==> config.mk <==
export PLATFORM = sky130hd
export DESIGN_NAME = hidden_backprop
export DESIGN_NICKNAME = d
export VERILOG_FILES = /design/src/rtl/hidden_backprop.sv
export SDC_FILE = /design/constraint.sdc
export NUM_CORES = 1
export LEC_CHECK = 0
export CORE_MARGIN = 5
export CORE_UTILIZATION = 31
export DETAILED_ROUTE_END_ITERATION = 16
export PLACE_DENSITY_LB_ADDON = 0.15
export REMOVE_ABC_BUFFERS = 1
export SLEW_MARGIN = 20
export SYNTH_ARGS = -nofsm -noshare
export SYNTH_HDL_FRONTEND = slang
export SYNTH_SLANG_ARGS = --single-unit
export TNS_END_PERCENT = 50
==> constraint.sdc <==
create_clock -name clk_i -period 6 [get_ports clk_i]
set_clock_uncertainty 0.1 [all_clocks]
set_input_delay 1.2 -clock clk_i [delete_from_list [all_inputs] [get_ports clk_i]]
set_output_delay 1.2 -clock clk_i [all_outputs]
set_load 0.03 [all_outputs]
==> src/rtl/hidden_backprop.sv <==
// Backward-pass weight update for one hidden neuron: four 8-bit input weights stepped by
// -(err * w_out) >>> LR_SHIFT. Optional macro HBP_SATURATE_EN clamps new weights to [-128, 127].
module hidden_backprop #(
  parameter int unsigned LR_SHIFT    = 6,
  parameter int unsigned W_INIT_HOLD = 0
) (
  input  logic        clk_i,
  input  logic        rst_i,
  input  logic        en_i,
  input  logic        zero_weight_reset_i,
  input  logic [22:0] final_i,
  input  logic [3:0]  target_i,
  input  logic [7:0]  w_out_i,
  input  logic [9:0]  hidden_val_i,
  input  logic [3:0]  x_i,
  input  logic [31:0] w_i,
  output logic [31:0] weights_o,
  output logic        busy_o,
  output logic        b_end_o
);

  typedef enum logic [2:0] {StIdle, StErr, StMul, StUpd, StDone, StWaitLow} state_e;

  state_e                   state_q, state_d;
  logic [1:0]               idx_q, idx_d;
  logic signed [23:0]       err_q, err_d;
  logic signed [31:0]       delta_q, delta_d;
  logic [3:0][7:0]          weights_q, weights_d;
  logic                     b_end_q, b_end_d;
  logic                     busy_q, busy_d;
  logic [22:0]              final_q, final_d;
  logic [3:0]               target_q, target_d;
  logic signed [7:0]        w_out_q, w_out_d;
  logic [9:0]               hidden_q, hidden_d;
  logic [3:0]               x_q, x_d;

  logic signed [7:0]        cur_w;
  logic signed [31:0]       step;
  logic signed [32:0]       diff;
  logic [7:0]               new_w;

  // Datapath for the weight currently selected by idx_q
  always_comb begin
    cur_w = weights_q[idx_q];
    step  = x_q[idx_q] ? (delta_q >>> LR_SHIFT) : 32'sd0;
    diff  = {{25{cur_w[7]}}, cur_w} - {step[31], step};
`ifdef HBP_SATURATE_EN
    if (diff > 33'sd127) begin
      new_w = 8'h7F;
    end else if (diff < -33'sd128) begin
      new_w = 8'h80;
    end else begin
      new_w = diff[7:0];
    end
`else
    new_w = diff[7:0];
`endif
  end

  always_comb begin
    state_d   = state_q;
    idx_d     = idx_q;
    err_d     = err_q;
    delta_d   = delta_q;
    weights_d = weights_q;
    b_end_d   = 1'b0;
    final_d   = final_q;
    target_d  = target_q;
    w_out_d   = w_out_q;
    hidden_d  = hidden_q;
    x_d       = x_q;

    if (zero_weight_reset_i) begin
      state_d = StIdle;
      idx_d   = 2'd0;
      if (W_INIT_HOLD == 0) begin
        weights_d = w_i;
      end
    end else begin
      unique case (state_q)
        StIdle: begin
          if (en_i) begin
            final_d  = final_i;
            target_d = target_i;
            w_out_d  = w_out_i;
            hidden_d = hidden_val_i;
            x_d      = x_i;
            state_d  = StErr;
          end
        end
        StErr: begin
          err_d   = {1'b0, final_q} - {20'd0, target_q};
          state_d = StMul;
        end
        StMul: begin
          // ReLU gate: a neuron that was inactive in the forward pass gets no gradient
          delta_d = (hidden_q == 10'd0) ? 32'sd0 : 32'(err_q) * 32'(w_out_q);
          idx_d   = 2'd0;
          state_d = StUpd;
        end
        StUpd: begin
          weights_d[idx_q] = new_w;
          idx_d            = idx_q + 2'd1;
          if (idx_q == 2'd3) begin
            state_d = StDone;
            b_end_d = 1'b1;
          end
        end
        StDone:    state_d = StWaitLow;
        StWaitLow: if (!en_i) state_d = StIdle;
        default:   state_d = StIdle;
      endcase
    end

    busy_d = (state_d != StIdle) && (state_d != StWaitLow);
  end

  always_ff @(posedge clk_i) begin
    if (rst_i) begin
      state_q   <= StIdle;
      idx_q     <= 2'd0;
      err_q     <= '0;
      delta_q   <= '0;
      weights_q <= w_i;
      b_end_q   <= 1'b0;
      busy_q    <= 1'b0;
      final_q   <= '0;
      target_q  <= '0;
      w_out_q   <= '0;
      hidden_q  <= '0;
      x_q       <= '0;
    end else begin
      state_q   <= state_d;
      idx_q     <= idx_d;
      err_q     <= err_d;
      delta_q   <= delta_d;
      weights_q <= weights_d;
      b_end_q   <= b_end_d;
      busy_q    <= busy_d;
      final_q   <= final_d;
      target_q  <= target_d;
      w_out_q   <= w_out_d;
      hidden_q  <= hidden_d;
      x_q       <= x_d;
    end
  end

  assign weights_o = weights_q;
  assign busy_o    = busy_q;
  assign b_end_o   = b_end_q;

endmodule

==> flow_summary.ini, run 1 <==
[status]
status = complete, no violations

[setup_path]
cpMostUsedCell = fa_1
critPathSlowestCell = dfxtp_1
worstSetupPathType = flip-flop to flip-flop
cp-start-kind = flip-flop
max_stage_delay_ps = 630
path_delay_family = adder cells
required_ps = 6120
crit_arrival_ps = 4740
crit_chain = nand2_1, fa_1, fa_1, inv_1, fa_1, inv_1, fa_1, inv_1, ha_1, nand2_1, or3_1, a31oi_1, a21oi_1, xnor2_1, a22oi_1, nor2_1
worst-path-max-fanout = 12
crit_buf_inv = 3
setup.worst_path.end_class = flip-flop

[floorplanning]
fp.dieW_um = 161
num_rows = 55
io_pins = 119
start_util = 0.312
die_h_um = 161
core_region_area_um2 = 22500
die_area_um2 = 25800

[grt]
antenna_found_initial = 0
grt_pass1_wl_um = 28600
grt.overflow.total = 0
grt_max_degree = 65
grt_pass1_vias = 5452
grt.total_usage = 0.138

[logic_synthesis]
seq_area_frac_synth = 0.333
synth_common_cells = nand2_1 (154), inv_1 (78), dfxtp_1 (69), a21oi_1 (54), and2_1 (53)
yosys_warnings = 0
yosysTopAreaCell = dfxtp_1
netlist_instances = 764
yosysMostFrequentCell = nand2_1
syn_area_um2 = 7030
synth.distinct_cells = 48
synth_edf_count = 32
avgSynthCellArea_um2 = 9.20
yosys_register_bits = 101
synth_ff_type = dfxtp_1
yosys.area.top_type_share = 0.196
async_flop_share = 0
synth_area_leaders = dfxtp_1 (20%), fa_1 (14%), edfxtp_1 (14%)

[sta]
timing.setup.tns_ps = 0
worstMarginPinSlew_ps = 830
setup_viol = 0
slew_viol_final = 0
max_clock_freq_ghz = 0.217
rsz0062_at_grt = no
min_period_over_period = 0.770
whs_ps = 355
slew_headroom = 0.446
fin_crit_ps = 4620
hold_viol_final = 0

[clock_network]
cts_resized = 0
hold_buffers = 0
cts_tree = done
cts_sinks = 101
cts_max_level = 3
postCtsSetupRepairBufs = 0
numCtsBuffers = 9
path_clk_slew_ps = 80
max-clock-path-buffers = 2
insertion_delay_ps = 370
cts-root-buf = clkbuf_16

[layout]
final_core_util = 0.387
drive_above_1_share = 0.0442
antenna_cells = 0
fillers = 2300
design_area_um2 = 8710
multiInputGateArea_um2 = 4260
fin_nets = 1032
ff_latch_area_um2 = 2340
area_delta_synth_final_pct = 23.8

[routing]
totalWireLength_um = 17400
vias_per_cell = 4.63
wl_per_cell_um = 15.2
drt_iter0_drc = 205
dr.pass1.iters = 6
num_vias = 5300
detail-route-antenna-nets = 0
drc = 0

[power]
powerDensity_nw_per_um2 = 206
internal_power_mw = 1.29
comb_power_share = 0.192
switching_power_mw = 0.511
clock_power_share = 0.375
ir_drop_mv = 0.190
power.leakage_nw = 3.50
switching_share = 0.284
p_seq_frac = 0.433

[worst_hold_path]
min-delay-path-class = flip-flop to flip-flop

[job]
maxCapViolations = 0

[place]
dp_hpwl_um = 13200
place_area_um2 = 8370
gp_congestion = 0.737
io_buffers = 109
-- registers in the layout, indices dropped and copies added, names as in the netlist --
| name | flops |
|---|---|
| weights_o | 32 |
| err_q | 14 |
| final_q | 14 |
| hidden_q | 10 |
| delta_q | 8 |
| w_out_q | 8 |
| target_q | 4 |
| x_q | 4 |
| state_q | 3 |
| idx_q | 2 |
| b_end_o | 1 |
| busy_o | 1 |
-- metrics by stage --
step | power (mW) | setup slack [ps] | instances
after floorplan | 0.990 | 1760 | 730
after global routing | 1.89 | 1030 | 1145
after CTS | 1.82 | 1330 | 1145
after global placement | 1.14 | 1370 | 1129
final | 1.80 | 1380 | 1145
after detailed placement | 1.14 | 1370 | 1129
-- cells in the final DEF, fill, tap and decap left out, drive strengths merged, types with 6 or more instances in the layout --
cell,instances
nor2,41
inv,82
a21oi,54
a211oi,13
buf,6
clkbuf,9
xnor2,25
ha,43
dfxtp,69
a22o,20
nand2,155
a22oi,7
xor2,16
nand3b,7
and2,53
clkdlybuf4s50,108
o21ai,7
edfxtp,32
mux4,9
nand2b,6
fa,49
-- layer usage --
layer / global-route usage / vias up / wire [µm]
met5: 0 / - / 0
met4: 0.0274 / 0 / 90
met3: 0.0267 / 6 / 513
met2: 0.224 / 65 / 8390
met1: 0.193 / 2543 / 8390
li1: - / 2686 / -
-- worst paths after layout --
path	from	endpoint	slack [ps]	cells after the start
max	w_out_q[3]	delta_q[11]	1380	16
min	x_q[3]	x_q[3]	350	2
max reg2reg	w_out_q[3]	delta_q[11]	1380	16
min reg2reg	x_q[3]	x_q[3]	350	2
-- logic make-up (layout without fill, tap and decap cells) --
logic type | after synthesis | count (layout) | share of synthesized area
AO/OA/AOI/OAI | 113 | 113 | 0.106
flip-flops | 101 | 101 | 0.333
adder cells (fa/ha/maj) | 93 | 93 | 0.217
buffers and inverters | 112 | 208 | 0.0616
multiplexers | 13 | 13 | 0.0361
XOR/XNOR | 41 | 41 | 0.0532
AND/OR/NAND/NOR | 291 | 291 | 0.192
-- area by class of cell --
type,count,share of cell area
Timing Repair Buffer,114,0.129
Inverter,78,0.0336
Tap cell,285,0.0410
Sequential cell,101,0.269
Clock buffer,9,0.0259
Multi-Input combinational cell,551,0.489
Clock inverter,7,0.0128
-- power by group through the flow --
stage	clock [mW]	combinational [mW]	sequential (mW)
global placement	0	0.348	0.794
finish	0.674	0.344	0.778
global route	0.720	0.381	0.784
CTS	0.694	0.352	0.779
detailed placement	0	0.350	0.795
floorplan	0	0.168	0.822
-- worst min-delay path: stages, from the launching register on --
cell and delay (ps):
dfxtp_1 310, nand2_1 50, a21oi_1 50
No activity file was read; power rests on OpenSTA's default activity.
==> inputs of run 2 (changes only) <==
- clock period: 6 -> 4.45 ns (I/O delays scaled with it)
==> flow_summary.ini, run 2 (same netlist as run 1, synthesis figures left out) <==
[setup_path]
path_delay_family = adder cells
worstSetupPathType = flip-flop to flip-flop
crit_chain = nand2b_1, fa_1, fa_1, inv_1, fa_1, inv_1, fa_1, inv_1, ha_4, nand2_1, or3_4, a31oi_4, a21oi_1, xnor2_1, a22oi_1, nor2_1
crit_arrival_ps = 4370
reg2reg_depth = 16
rr_endpoint = delta_q[11]
setup.worst_path.end_class = flip-flop
rrSetupSlack_ps = 200
crit_buf_inv = 3
critPathSlowestCell = fa_1
required_ps = 4570
cpMostUsedCell = fa_1
r2r_start = err_q[0]
cp-start-kind = flip-flop
worst-path-max-fanout = 3
max_stage_delay_ps = 540

[sta]
hold_viol_final = 0
max_clock_freq_ghz = 0.236
layout_setup_ws_ps = 205
min_period_over_period = 0.954
worstMarginPinSlew_ps = 775
setup_viol = 0
rsz0062_at_grt = yes
slew_headroom = 0.483
fin_crit_ps = 4250
whs_ps = 360
slew_viol_final = 0

[clock_network]
cts-root-buf = clkbuf_16
max-clock-path-buffers = 2
cts_sinks = 101
path_clk_slew_ps = 80
postCtsSetupRepairBufs = 0
cts_tree = done
hold_buffers = 0
insertion_delay_ps = 350
numCtsBuffers = 9
cts_max_level = 3
cts_resized = 0

[grt]
grt.total_usage = 0.139
grt_max_degree = 65
grt.overflow.total = 0
grt_pass1_wl_um = 28800
grt_pass1_vias = 5588
antenna_found_initial = 1

[layout]
largest_reg_flops = 32
area_delta_synth_final_pct = 28.0
fillers = 2310
mostFrequentLayoutCell = nand2_1
design_area_um2 = 9000
final_cells = 1176
final_cell_mix = nand2_1 (153), clkdlybuf4s50_1 (108), inv_1 (78)
drive_above_1_share = 0.0965
fin_nets = 1063
antenna_cells = 0

[routing]
drt_iter0_drc = 198
wl_met3_um = 526
drc = 0
wl_per_cell_um = 14.8
wl_met2_um = 8200
detail-route-antenna-nets = 0
totalWireLength_um = 17500
drt-met1-wl_um = 8510
num_vias = 5353
routed.top_layer = met4
dr.pass1.iters = 7
vias_per_cell = 4.55

[place]
place_area_um2 = 8600
dp_hpwl_um = 13800
gp_congestion = 0.766
dp_cells = 1160
io_buffers = 109
dp_slack_ps = 40.1

[status]
status = complete, no violations

[power]
powerDensity_nw_per_um2 = 262
ir_drop_mv = 0.158
power.leakage_nw = 3.67

[job]
maxCapViolations = 0

[floorplanning]
num_rows = 55
die_h_um = 161
core_region_area_um2 = 22500
io_pins = 119
fp.dieW_um = 161
start_util = 0.312
die_area_um2 = 25800

[worst_hold_path]
min_path_cells = 2
min-delay-path-class = flip-flop to flip-flop
min-delay-start = target_q[3]
hold-path-endpoint = target_q[3]
==> run 2: cell count changes in the layout (fill, tap and decap cells not counted), sizes merged <==
cell and change:
buf +31, bufinv -2, clkinv +2, clkinvlp +1, inv -1
==> run 2: through the flow <==
step           utilization  power (mW)  setup TNS, ps
4_1_cts              0.396        2.38              0
5_1_grt              0.400        2.47          -19.7
6_report             0.400        2.35              0
2_1_floorplan            -        1.33              0
3_3_place_gp         0.382        1.55              0
3_5_place_dp         0.382        1.56              0
==> run 2: cell type report <==
type	instances	area, µm²	share of cell area
clock buffer	9	225	0.0250
clock inverter	7	85.1	0.00945
inverter	78	293	0.0325
multi-input combinational	551	4320	0.481
sequential	101	2360	0.262
tap	285	357	0.0396
timing repair buffer	145	1360	0.151
==> run 2: routing by layer <==
layer / GRT usage / up-vias
met1: 0.191 / 2514
met4: 0.0336 / 0
met2: 0.227 / 79
met3: 0.0246 / 14
li1: - / 2746
met5: 0 / -
==> run 2: worst max path at each step <==
stage / startpoint / end / cells after the start
after detailed placement: err_q[1] / delta_q[13] / 16
after floorplan: err_q[0] / delta_q[11] / 16
after global routing: err_q[4] / delta_q[12] / 16
after global placement: err_q[1] / delta_q[13] / 16
final: err_q[0] / delta_q[11] / 16
after CTS: err_q[1] / delta_q[13] / 16
==> run 2: power by group <==
group          internal, mW  total [mW]  switching (mW)
Combinational         0.234       0.492           0.258
Clock                 0.405       0.824           0.419
Sequential             1.00        1.04          0.0336
Total                  1.64        2.35           0.711
==> run 2: worst min-delay path: cells and delay by family, from the launching register on <==
family           cells  cell delay (ps)
AO/OA/AOI/OAI        1               50
flip-flops           1              320
AND/OR/NAND/NOR      1               50
==> inputs of run 3 (changes only) <==
- SLEW_MARGIN: 20 -> 10
==> flow_summary.ini, run 3 (same netlist as run 1, synthesis figures left out) <==
[routing]
dr.pass1.iters = 5
num_vias = 5354
drt_iter0_drc = 198
drc = 0
wl_per_cell_um = 14.9
totalWireLength_um = 17500
vias_per_cell = 4.55
detail-route-antenna-nets = 0

[sta]
slew_headroom = 0.198
fin_crit_ps = 4250
worstMarginPinSlew_ps = 1200
max_clock_freq_ghz = 0.236
setup_viol = 0
layout_setup_ws_ps = 205
rsz0062_at_grt = yes
timing.setup.tns_ps = 0
hold_viol_final = 0
slew_viol_final = 0
min_period_over_period = 0.954

[place]
io_buffers = 109
dp_slack_ps = 40.1
gp_congestion = 0.766
dp_hpwl_um = 13800

[floorplanning]
num_rows = 55
start_util = 0.312
die_area_um2 = 25800
core_region_area_um2 = 22500
io_pins = 119
fp.dieW_um = 161
die_h_um = 161

[clock_network]
cts_resized = 0
cts_sinks = 101
postCtsSetupRepairBufs = 0
hold_buffers = 0
insertion_delay_ps = 350
max-clock-path-buffers = 2
numCtsBuffers = 9
path_clk_slew_ps = 80
cts_tree = done
cts-root-buf = clkbuf_16
cts_max_level = 3

[layout]
fillers = 2310
drive_above_1_share = 0.0954
final_cell_mix = nand2_1 (153), clkdlybuf4s50_1 (108), inv_1 (78)
area_delta_synth_final_pct = 28.0
largest_reg_flops = 32
fin_nets = 1063
final_core_util = 0.400
mostFrequentLayoutCell = nand2_1
antenna_cells = 0

[setup_path]
reg2reg_depth = 16
cp-start-kind = flip-flop
max_stage_delay_ps = 540
worst-path-max-fanout = 3
crit_chain = nand2b_1, fa_1, fa_1, inv_1, fa_1, inv_1, fa_1, inv_1, ha_4, nand2_1, or3_4, a31oi_4, a21oi_1, xnor2_1, a22oi_1, nor2_1
required_ps = 4570
rrSetupSlack_ps = 200
cpMostUsedCell = fa_1
worstSetupPathType = flip-flop to flip-flop
setup.worst_path.end_class = flip-flop
critPathSlowestCell = fa_1
rr_endpoint = delta_q[11]
crit_arrival_ps = 4370
r2r_start = err_q[0]

[status]
status = complete, no violations

[power]
power.leakage_nw = 3.67
fin_total_pwr_mw = 2.35
ir_drop_mv = 0.158
powerDensity_nw_per_um2 = 262

[grt]
grt.total_usage = 0.139
antenna_found_initial = 1
grt_pass1_vias = 5588
grt_max_degree = 65
grt_pass1_wl_um = 28800
grt.overflow.total = 0

[job]
maxCapViolations = 0

[worst_hold_path]
hold-path-endpoint = target_q[3]
min-delay-path-class = flip-flop to flip-flop
min_path_cells = 2
min-delay-start = target_q[3]
==> run 3: cell count changes in the layout (fill, tap and decap cells not counted) <==
cell | previous run | this run
nor2_2 | 2 | 1
nor2_1 | 39 | 40
==> run 3: worst max-delay path by stage <==
stage / from / endpoint / slack (ps) / depth (start not counted)
after floorplan: err_q[0] / delta_q[11] / 210 / 16
after global placement: err_q[1] / delta_q[13] / 70 / 16
after detailed placement: err_q[1] / delta_q[13] / 40 / 16
after CTS: err_q[1] / delta_q[13] / 30 / 16
after global routing: err_q[4] / delta_q[12] / -10 / 16
final: err_q[0] / delta_q[11] / 200 / 16
==> run 3: worst max-delay path, delay by kind of cell (launching register included) <==
family                     cells  cell delay (ps)
xor gates and xnor gates       1              130
and+or+nand+nor                4              620
buffers and inverters          3              160
adders and majority gates      5             2320
DFF                            1              320
AOI/OAI and AO/OA              3              430
==> run 3: power by group <==
part	leakage (nW)	switching (mW)	internal, mW
Combinational	2.62	0.258	0.234
Clock	0.147	0.420	0.405
Sequential	0.902	0.0337	1.00
==> run 3: stage by stage <==
stage          instance area, µm²  std cells  hold slack [ps]
5_1_grt                      9000       1176              381
6_report                     9000       1176              360
2_1_floorplan                6890        730              327
4_1_cts                      8910       1176              361
3_3_place_gp                 8600       1160              346
3_5_place_dp                 8600       1160              348
==> run 3: final cells by class <==
| class | count | area [µm²] | share of cell area |
|---|---|---|---|
| sequential | 101 | 2360 | 0.262 |
| inverter | 78 | 293 | 0.0325 |
| timing repair buffer | 145 | 1360 | 0.151 |
| clock inverter | 7 | 85.1 | 0.00946 |
| tap | 285 | 357 | 0.0396 |
| multi-input combinational | 551 | 4320 | 0.480 |
| clock buffer | 9 | 225 | 0.0250 |
==> run 3: metal layers <==
layer,global-route usage,up-vias,part of all wire
li1,-,2747,-
met3,0.0246,14,0.029
met1,0.191,2516,0.49
met2,0.227,77,0.47
met5,0,-,0
met4,0.0336,0,0.013
